$ cat src/rtl/tick_period_meter.sv
// tick_period_meter: measures the period of a slow tick waveform in clk cycles
// and decodes it into speed = floor(MAX_SPEED / period) with a sequential
// restoring divider (one quotient bit per cycle, no combinational divide).
module tick_period_meter #(
  parameter int unsigned MAX_SPEED      = 50000000,
  parameter int unsigned TIMEOUT_CYCLES = 50000000
) (
  input  logic        clk,
  input  logic        rst,
  input  logic        tick_in,
  output logic [25:0] speed_out,
  output logic        speed_valid,
  output logic [25:0] period_out,
  output logic        stalled,
  output logic        overrun
);

  localparam int unsigned    QW          = 26;
  localparam logic [31:0]    DIVIDEND    = 32'(MAX_SPEED);
  localparam logic [QW-1:0]  DVD_HI      = QW'(DIVIDEND >> QW);
  localparam logic [QW-1:0]  DVD_LO      = DIVIDEND[QW-1:0];
  localparam logic [QW-1:0]  TIMEOUT_CNT = QW'(TIMEOUT_CYCLES);

  typedef enum logic {IDLE, MEASURE} state_t;

  state_t        state;
  logic          tick_s1, tick_s2, tick_prev;
  logic          tick_edge;
  logic [QW-1:0] cnt;
  logic          timeout_hit;
  logic          div_start;

  logic          div_busy;
  logic [4:0]    div_step;
  logic          div_sat;
  logic [QW-1:0] div_divisor;
  logic [QW-1:0] div_rem;
  logic [QW-1:0] div_lo;
  logic [QW-2:0] div_quot;
  logic [QW:0]   rem_shift;
  logic [QW:0]   rem_diff;
  logic          rem_ge;
  logic [QW-1:0] rem_next;

  // Two-flop synchronizer plus previous-value register for rise detection
  always_ff @(posedge clk or posedge rst) begin
    if (rst) begin
      tick_s1   <= 1'b0;
      tick_s2   <= 1'b0;
      tick_prev <= 1'b0;
    end else begin
      tick_s1   <= tick_in;
      tick_s2   <= tick_s1;
      tick_prev <= tick_s2;
    end
  end

  // Rising-edge, timeout and divider-start decode
  always_comb begin
    tick_edge   = tick_s2 & ~tick_prev;
    timeout_hit = (state == MEASURE) && !tick_edge && (cnt == TIMEOUT_CNT);
    div_start   = (state == MEASURE) && tick_edge && !div_busy;
  end

  // Measurement FSM: arms on the first edge, captures the period on later edges
  always_ff @(posedge clk or posedge rst) begin
    if (rst) begin
      state      <= IDLE;
      cnt        <= '0;
      period_out <= '0;
      overrun    <= 1'b0;
    end else begin
      unique case (state)
        IDLE: begin
          if (tick_edge) begin
            cnt   <= QW'(1);
            state <= MEASURE;
          end
        end
        MEASURE: begin
          if (tick_edge) begin
            period_out <= cnt;
            cnt        <= QW'(1);
            if (div_busy) overrun <= 1'b1;
          end else if (timeout_hit) begin
            state      <= IDLE;
            cnt        <= '0;
            period_out <= '0;
          end else begin
            cnt <= cnt + QW'(1);
          end
        end
      endcase
    end
  end

  // One restoring-division step: shift in the next dividend bit, subtract if it fits
  always_comb begin
    rem_shift = {div_rem, div_lo[QW-1]};
    rem_diff  = rem_shift - {1'b0, div_divisor};
    rem_ge    = ~rem_diff[QW];
    rem_next  = rem_ge ? rem_diff[QW-1:0] : rem_shift[QW-1:0];
  end

  // Divider sequencing and speed output; a timeout aborts any division in flight.
  // Saturation is decided up front: the quotient overflows 26 bits exactly when
  // the dividend bits above bit 25 are already >= the divisor.
  always_ff @(posedge clk or posedge rst) begin
    if (rst) begin
      div_busy    <= 1'b0;
      div_step    <= '0;
      div_sat     <= 1'b0;
      div_divisor <= '0;
      div_rem     <= '0;
      div_lo      <= '0;
      div_quot    <= '0;
      speed_out   <= '0;
      speed_valid <= 1'b0;
      stalled     <= 1'b1;
    end else begin
      speed_valid <= 1'b0;
      if (timeout_hit) begin
        div_busy  <= 1'b0;
        speed_out <= '0;
        stalled   <= 1'b1;
      end else if (div_start) begin
        div_busy    <= 1'b1;
        div_step    <= '0;
        div_divisor <= cnt;
        div_rem     <= DVD_HI;
        div_lo      <= DVD_LO;
        div_quot    <= '0;
        div_sat     <= (DVD_HI >= cnt);
      end else if (div_busy) begin
        if (div_step == 5'd26) begin
          div_busy <= 1'b0;
        end else begin
          div_rem  <= rem_next;
          div_lo   <= {div_lo[QW-2:0], 1'b0};
          div_quot <= {div_quot[QW-3:0], rem_ge};
          div_step <= div_step + 5'd1;
          if (div_step == 5'd25) begin
            speed_out   <= div_sat ? '1 : {div_quot, rem_ge};
            speed_valid <= 1'b1;
            stalled     <= 1'b0;
          end
        end
      end
    end
  end

endmodule
$ cat config.mk
export PLATFORM = sky130hd
export DESIGN_NAME = tick_period_meter
export DESIGN_NICKNAME = d
export VERILOG_FILES = /design/src/rtl/tick_period_meter.sv
export SDC_FILE = /design/constraint.sdc
export NUM_CORES = 1
export LEC_CHECK = 0
export CAP_MARGIN = 20
export CORE_ASPECT_RATIO = 1.4
export CORE_UTILIZATION = 43
export CTS_BUF_LIST = sky130_fd_sc_hd__clkbuf_2
export DETAILED_ROUTE_END_ITERATION = 7
export GPL_TIMING_DRIVEN = 0
export SYNTH_ARGS = -nofsm -noshare
export SYNTH_HDL_FRONTEND = slang
export SYNTH_SLANG_ARGS = --single-unit
$ cat constraint.sdc
create_clock -name clk -period 20.5 [get_ports clk]
set_input_delay 5.125 -clock clk [delete_from_list [all_inputs] [get_ports clk]]
set_output_delay 5.125 -clock clk [all_outputs]
set_load 0.005 [all_outputs]
==> results of run 1 <==
stage by stage:
step	total power, mW	hold WS [ns]	cells	cell area, um^2	worst slack (ns)
finish	1.49	0.388	1346	10500	13.52
global route	1.62	0.421	1346	10500	13.39
CTS	1.51	0.396	1345	10500	13.41
detailed placement	1.29	0.336	1313	10200	13.88
global placement	1.28	0.346	1312	10100	7.55
floorplan	1.08	0.331	995	9240	10.26
layout make-up:
type,instances,area [um^2],area share
Buffer,62,299,0.0286
Clock inverter,15,194,0.0186
Inverter,41,161,0.0154
Clock buffer,17,85.1,0.00814
Tap cell,260,325,0.0311
Antenna cell,1,2.50,0.000239
Multi-Input combinational cell,704,4080,0.391
Sequential cell,188,4710,0.450
Timing Repair Buffer,58,598,0.0572
logic make-up (layout without fill, tap and decap cells):
family                     Yosys count  in the layout  synth area share
and+or+nand+nor                    391            391             0.191
AOI/OAI and AO/OA                  235            235             0.161
DFF                                188            188             0.509
buffers and inverters              103            193            0.0490
xor gates and xnor gates            33             33            0.0321
adders and majority gates           32             32            0.0441
muxes                               13             13            0.0141
other                                0              1                 0
power groups by stage:
stage | logic (mW) | clock network (mW) | registers (mW)
floorplan | 0.553 | 0 | 0.529
global placement | 0.737 | 0 | 0.546
detailed placement | 0.747 | 0 | 0.547
CTS | 0.748 | 0.221 | 0.539
global route | 0.837 | 0.234 | 0.551
finish | 0.741 | 0.213 | 0.540
how the worst min path moves through the flow:
stage | from | end | depth (start not counted)
6_report | tick_s1$_DFF_PP0_ | tick_s2$_DFF_PP0_ | 0
5_1_grt | tick_s1$_DFF_PP0_ | tick_s2$_DFF_PP0_ | 0
4_1_cts | tick_s1$_DFF_PP0_ | tick_s2$_DFF_PP0_ | 0
3_5_place_dp | tick_s1$_DFF_PP0_ | tick_s2$_DFF_PP0_ | 0
3_3_place_gp | tick_s1$_DFF_PP0_ | tick_s2$_DFF_PP0_ | 0
2_1_floorplan | tick_s1$_DFF_PP0_ | tick_s2$_DFF_PP0_ | 0
flip-flops by register name, indices dropped and copies added (netlist names):
signal,flops
speed_valid,1
div_step,5
div_lo,19
div_rem,26
div_divisor,26
div_busy,1
cnt,26
overrun,1
tick_s1,1
div_quot,25
tick_s2,1
div_sat,1
stalled,1
tick_prev,1
speed_out,26
period_out,26
state,1
cells in the final DEF, fill, tap and decap left out, types with 15 or more instances in the layout:
cell                              instances
sky130_fd_sc_hd__nand2_1                193
sky130_fd_sc_hd__dfrtp_1                187
sky130_fd_sc_hd__o21ai_0                102
sky130_fd_sc_hd__nand3_1                 70
sky130_fd_sc_hd__nor2_1                  65
sky130_fd_sc_hd__clkdlybuf4s50_1         57
sky130_fd_sc_hd__inv_1                   40
sky130_fd_sc_hd__clkbuf_1                36
sky130_fd_sc_hd__ha_1                    31
sky130_fd_sc_hd__a22o_1                  28
sky130_fd_sc_hd__o21ai_1                 19
sky130_fd_sc_hd__a21oi_1                 18
sky130_fd_sc_hd__clkbuf_2                18
sky130_fd_sc_hd__and3_1                  17
sky130_fd_sc_hd__buf_2                   16
sky130_fd_sc_hd__xor2_1                  16
sky130_fd_sc_hd__xnor2_1                 16
sky130_fd_sc_hd__a21o_1                  15
routing by layer:
layer  track usage  up-vias
met3        0.0347       40
met4        0.0838        0
met2         0.355      141
met1         0.286     3486
met5             0        -
li1              -     3588
cell usage after synthesis, drive strengths merged (7+ instances only):
master	n
a31oi	8
o21ai	121
ha	31
buf	25
and3	17
nand2	193
dfrtp	187
clkbuf	37
nand4	7
a22o	28
nand3	72
mux2i	13
nor4	7
a21oi	20
xnor2	16
a21o	15
o311ai	10
nand2b	9
nor2	66
xor2	17
inv	41
==> reports/qor.tcl, run 1 <==
set qor(m1WireLength_mm) 10.4
set qor(internal_power_uw) 872
set qor(final_layout_size_suffix_gt1_frac) 0.0664
set qor(postSynth.topFlopCell) {sky130_fd_sc_hd__dfrtp_1}
set qor(syn_to_final_growth_pct) 13.1
set qor(holdBufCountCts) 0
set qor(grt_start_max_net_pins) 109
set qor(boundaryPins) 58
set qor(seq_power_share) 0.361
set qor(drc_marker_count_from_the_first_detailed_route_iteration) 372
set qor(r2r_cells) 13
set qor(grt_first_pass_wirelength_mm) 37.4
set qor(finish.net_count) 1107
set qor(critical_path.cell_chain) {clkdlybuf4s50_1}
set qor(die_area_um2) 22100
set qor(maximum_resistive_drop_on_vdd_v) 0.000105
set qor(critical-path-slowest-cell) {sky130_fd_sc_hd__dfstp_2}
set qor(synthDistinctLibCells) 60
set qor(layout_worst_path_cycle_share) 0.341
set qor(drt_pre_antenna_iters) 5
set qor(type_of_element_launching_the_critical_path) {register}
set qor(async_flop_share) 1.00
set qor(setup_viol) 0
set qor(mapped_nets) 1030
set qor(synth_sequential_area_ratio) 0.509
set qor(worst_slew_margin_rel) 0.551
set qor(placeableCoreArea_um2) 21100
set qor(clkSlewWorstSetupHoldPaths_ns) 0.25
set qor(routed_wirelength_mm) 22.4
set qor(worst-path-stages) 1
set qor(timing.setup.tns_ns) 0
set qor(insertion_delay_of_the_later_clocked_pin_in_the_worst_skew_pair_ns) 0.79
set qor(worstHoldPathType) {register to register}
set qor(final_core_util) 0.495
set qor(register_bit_total_from_synthesis) 188
set qor(synth.cell_area_um2) 9240
set qor(cts-buffers-inserted) 17
set qor(grt_setup_unrepaired) {no}
set qor(synth_warnings) 0
set qor(met3RoutedLength_um) 592
set qor(arrival_ns) 1.86
set qor(vias_in_the_first_global_route) 7155
set qor(r2r_slack_ns) 17.22
set qor(place.gp.congestion) 0.867
set qor(reg2reg_to) {div_rem[8]$_DFFE_PP0P_}
set qor(maxUsedRoutingLayer) {met4}
set qor(power.leakage_nw) 4.82
set qor(die_h_um) 175
set qor(grt_antenna_before_repair) 1
set qor(cts.repair_timing.setup_buffer_count) 0
set qor(cts-resized-gates) 0
set qor(critPathTopFamily) {flip-flops}
set qor(route.detailed.wl_per_inst_um) 16.6
set qor(max_clock_buf_depth) 2
set qor(grt-ovfl-total) 0
set qor(route.antenna.remaining_nets) 0
set qor(cp_num_buf_inv) 1
set qor(clock_skew_ns) 0.0351
set qor(sort_of_element_at_the_end_of_the_critical_path) {primary output}
set qor(p_per_area_nw_per_um2) 143
set qor(tritoncts) {built}
set qor(comb_power_share) 0.496
set qor(total_count_of_max_transition_violations_in_the_final_report) 0
set qor(clock_power_share) 0.143
set qor(route.vias.total) 7255
set qor(endpoint) {stalled}
set qor(syn_inst) 995
set qor(finalCriticalPeriod_ns) 6.98
set qor(ctsRootBufferMaster) {sky130_fd_sc_hd__clkbuf_2}
set qor(yosys.area.top_type) {sky130_fd_sc_hd__dfrtp_1}
set qor(die_x_um) 126
set qor(worstPathMaxFanout) 2
set qor(overall_track_demand_over_capacity_in_global_routing) 0.216
set qor(place.detailed.hpwl_mm) 16.1
set qor(port_buffers) 57
set qor(count_of_unresolved_drc_violations_after_routing) 0
set qor(post-synth-top-area-fraction) 0.506
set qor(slowest_delay_ns) 0.60
set qor(max-cap-violations) 0
set qor(cts.sinks) 188
set qor(maxClockFrequency_mhz) 143
set qor(num_rows) 63
set qor(switching_power_uw) 621
set qor(critical_path_start_end_classification) {register to primary output}
set qor(nFillCells) 2041
set qor(worst_pin_slew_ns) 0.674
set qor(netSwitchingFraction) 0.416
set qor(cp_launch_point) {stalled$_DFFE_PP1P_}
set qor(outcome) {complete, no violations}
set qor(synth.avg_cell_area_um2) 9.29
set qor(synth_edf_count) 0
set qor(worst_ep_required_time_ns) 15.38
set qor(synth_area_leaders) {sky130_fd_sc_hd__dfrtp_1 51%, sky130_fd_sc_hd__nand2_1 7.8%, sky130_fd_sc_hd__o21ai_0 5.5%}
set qor(initial_utilization) 0.437
set qor(post_drt_via_cell_ratio) 5.39
set qor(met2_wirelength_mm) 10.8
set qor(timing_hold_violations_final) 0
set qor(crit-reg2reg-launch) {div_divisor[0]$_DFFE_PP0P_}
set qor(cts-htree-levels) 4
Note: power is estimated with default switching activity, not from simulation.
==> run 2: changes to the inputs <==
- clock period: 20.5 -> 6.2 ns (I/O delays scaled with it)
==> reports/qor.tcl, run 2 (synthesis gave the netlist of run 1 again) <==
set qor(outcome) {complete, no violations} ;# unchanged
set qor(worstHoldPathType) {register to register} ;# unchanged
set qor(die_area_um2) 22100 ;# unchanged
set qor(area.sequential_um2) 4710 ;# unchanged
set qor(vias_in_the_first_global_route) 7133 ;# was 7155
set qor(layout_worst_path_cycle_share) 0.553
set qor(placeableCoreArea_um2) 21100 ;# unchanged
set qor(num_rows) 63 ;# unchanged
set qor(stdcell_area_um2) 10400 ;# was 10500 um^2
set qor(most_frequent_cells_in_the_layout) {193 x sky130_fd_sc_hd__nand2_1, 187 x sky130_fd_sc_hd__dfrtp_1, 102 x sky130_fd_sc_hd__o21ai_0} ;# unchanged
set qor(holdBufCountCts) 0 ;# unchanged
set qor(type_of_element_launching_the_critical_path) {register} ;# unchanged
set qor(worstPathMaxFanout) 2 ;# unchanged
set qor(cts.sinks) 188 ;# unchanged
set qor(slowest_delay_ns) 0.59 ;# was 0.60 ns
set qor(route.antenna.remaining_nets) 0 ;# unchanged
set qor(critical_path.cell_chain) {clkdlybuf4s50_1} ;# unchanged
set qor(die_h_um) 175 ;# unchanged
set qor(overall_track_demand_over_capacity_in_global_routing) 0.218 ;# was 0.216
set qor(worst_case_hold_slack_ns) 0.400 ;# was 0.388 ns
set qor(arrival_ns) 1.88 ;# was 1.86 ns
set qor(crit-reg2reg-launch) {div_divisor[0]$_DFFE_PP0P_} ;# unchanged
set qor(worst_ep_required_time_ns) 4.65 ;# was 15.38 ns
set qor(count_of_unresolved_drc_violations_after_routing) 0 ;# unchanged
set qor(met1_usage_grt) 0.291 ;# was 0.286
set qor(sort_of_element_at_the_end_of_the_critical_path) {primary output} ;# unchanged
set qor(max-cap-violations) 0 ;# unchanged
set qor(layout_commonest_cell) {sky130_fd_sc_hd__nand2_1} ;# unchanged
set qor(p_per_area_nw_per_um2) 461 ;# was 143 nW/um^2
set qor(worst_hold_path.num_cells) 0 ;# unchanged
set qor(grt-busiest-layer) {met2} ;# unchanged
set qor(cts-resized-gates) 0 ;# unchanged
set qor(clkSlewWorstSetupHoldPaths_ns) 0.24 ;# was 0.25 ns
set qor(route.detailed.wl_per_inst_um) 16.7 ;# was 16.6 um
set qor(drt_pre_antenna_iters) 6 ;# was 5
set qor(final_layout_size_suffix_gt1_frac) 0.0662 ;# was 0.0664
set qor(finalCriticalPeriod_ns) 3.43
set qor(cts.repair_timing.setup_buffer_count) 0 ;# unchanged
set qor(clock_skew_ns) 0.0417 ;# was 0.0351 ns
set qor(insertion_delay_of_the_later_clocked_pin_in_the_worst_skew_pair_ns) 0.81 ;# was 0.79 ns
set qor(maximum_resistive_drop_on_vdd_v) 0.000237 ;# was 0.000105 V
set qor(detailed_place.area_um2) 10200 ;# about the same
set qor(hold-path-endpoint) {tick_s2$_DFF_PP0_} ;# unchanged
set qor(drc_marker_count_from_the_first_detailed_route_iteration) 524 ;# was 372
set qor(timing_hold_violations_final) 0 ;# unchanged
set qor(boundaryPins) 58 ;# unchanged
set qor(die_x_um) 126 ;# unchanged
set qor(grt_setup_unrepaired) {no} ;# unchanged
set qor(critPathTopFamily) {flip-flops} ;# unchanged
set qor(place.detailed.hpwl_mm) 16.6 ;# was 16.1 mm
set qor(finish.net_count) 1111 ;# was 1107
set qor(nFillCells) 2052 ;# was 2041
set qor(routed_wirelength_mm) 22.6 ;# was 22.4 mm
set qor(worst_slew_margin_rel) 0.544 ;# was 0.551
set qor(r2r_slack_ns) 2.93 ;# was 17.22 ns
set qor(maxClockFrequency_mhz) 292
set qor(power.leakage_nw) 4.79 ;# was 4.82 nW
set qor(port_buffers) 57 ;# unchanged
set qor(syn_to_final_growth_pct) 12.9 ;# was 13.1%
set qor(cp_num_buf_inv) 1 ;# unchanged
set qor(tritoncts) {built} ;# unchanged
set qor(worst_pin_slew_ns) 0.684 ;# was 0.674 ns
set qor(critical-path-slowest-cell) {sky130_fd_sc_hd__dfstp_2} ;# unchanged
set qor(ctsRootBufferMaster) {sky130_fd_sc_hd__clkbuf_2} ;# unchanged
set qor(setup_viol) 0 ;# unchanged
set qor(max_clock_buf_depth) 2 ;# unchanged
set qor(global_routing_met2_resource_utilization) 0.368 ;# was 0.355
set qor(r2r_cells) 13 ;# unchanged
set qor(grt_first_pass_wirelength_mm) 37.7 ;# was 37.4 mm
set qor(timing.setup.tns_ns) 0 ;# unchanged
set qor(hold_path_startpoint) {tick_s1$_DFF_PP0_} ;# unchanged
set qor(place.gp.congestion) 0.899 ;# was 0.867
set qor(cts-buffers-inserted) 17 ;# unchanged
set qor(route.vias.total) 7292 ;# was 7255
set qor(initial_utilization) 0.437 ;# unchanged
set qor(globalRouteMet3Util) 0.0353 ;# was 0.0347
set qor(critical_path_start_end_classification) {register to primary output} ;# unchanged
set qor(grt_antenna_before_repair) 1 ;# unchanged
set qor(grt_start_max_net_pins) 41 ;# was 109
set qor(post_drt_via_cell_ratio) 5.41 ;# was 5.39
set qor(grt-ovfl-total) 0 ;# unchanged
set qor(final_core_util) 0.494 ;# was 0.495
set qor(reg2reg_to) {div_rem[11]$_DFFE_PP0P_} ;# was div_rem[8]$_DFFE_PP0P_
set qor(total_count_of_max_transition_violations_in_the_final_report) 0 ;# unchanged
set qor(cts-htree-levels) 4 ;# unchanged
set qor(multi_input_comb_area_um2) 4080 ;# unchanged
## run 2: cell types whose count changed in the layout (fill, tap and decap cells not counted), moves of 2 or more
| cell | change |
|---|---|
| sky130_fd_sc_hd__clkinvlp_4 | +5 |
| sky130_fd_sc_hd__buf_12 | +5 |
| sky130_fd_sc_hd__clkinv_4 | -2 |
| sky130_fd_sc_hd__inv_6 | -2 |
| sky130_fd_sc_hd__clkinv_1 | +3 |
| sky130_fd_sc_hd__bufinv_16 | -3 |
## run 2: power by group
part | switching, mW | internal, mW | total, mW
logic | 1.39 | 1.07 | 2.47
clock network | 0.427 | 0.134 | 0.561
registers | 0.232 | 1.55 | 1.78
## run 2: worst max-delay path by stage
stage | start | end | slack, ns | depth (start not counted)
floorplan | rst | cnt[0]$_DFFE_PP0P_ | 2.23 | 1
global placement | rst | div_lo[15]$_DFFE_PP0P_ | 0.60 | 2
detailed placement | div_divisor[0]$_DFFE_PP0P_ | div_rem[10]$_DFFE_PP0P_ | 2.96 | 13
CTS | stalled$_DFFE_PP1P_ | stalled | 2.69 | 1
global route | stalled$_DFFE_PP1P_ | stalled | 2.65 | 1
finish | stalled$_DFFE_PP1P_ | stalled | 2.77 | 1
## run 2: stage by stage
| stage | std cells | setup slack, ns | power [mW] |
|---|---|---|---|
| after global routing | 1349 | 2.65 | 5.22 |
| after floorplan | 995 | 2.23 | 3.58 |
| final | 1349 | 2.77 | 4.81 |
| after CTS | 1348 | 2.69 | 4.85 |
| after detailed placement | 1317 | 2.96 | 4.29 |
| after global placement | 1312 | 0.599 | 4.24 |
## run 2: layer usage
layer / share of wire / routed length (um) / vias up
met2: 0.49 / 11100 / 107
met4: 0.011 / 256 / 0
li1: - / - / 3592
met5: 0 / 0 / -
met3: 0.026 / 587 / 17
met1: 0.47 / 10600 / 3576
## run 2: layout make-up
| type | count | area share |
|---|---|---|
| diodes | 1 | 0.000240 |
| plain buffers | 62 | 0.0287 |
| clock buffers | 17 | 0.00815 |
| clock inverters | 14 | 0.0101 |
| inverters | 41 | 0.0151 |
| multi-input cells | 704 | 0.391 |
| flip-flops and latches | 188 | 0.451 |
| well taps | 260 | 0.0312 |
| repair buffers | 62 | 0.0643 |
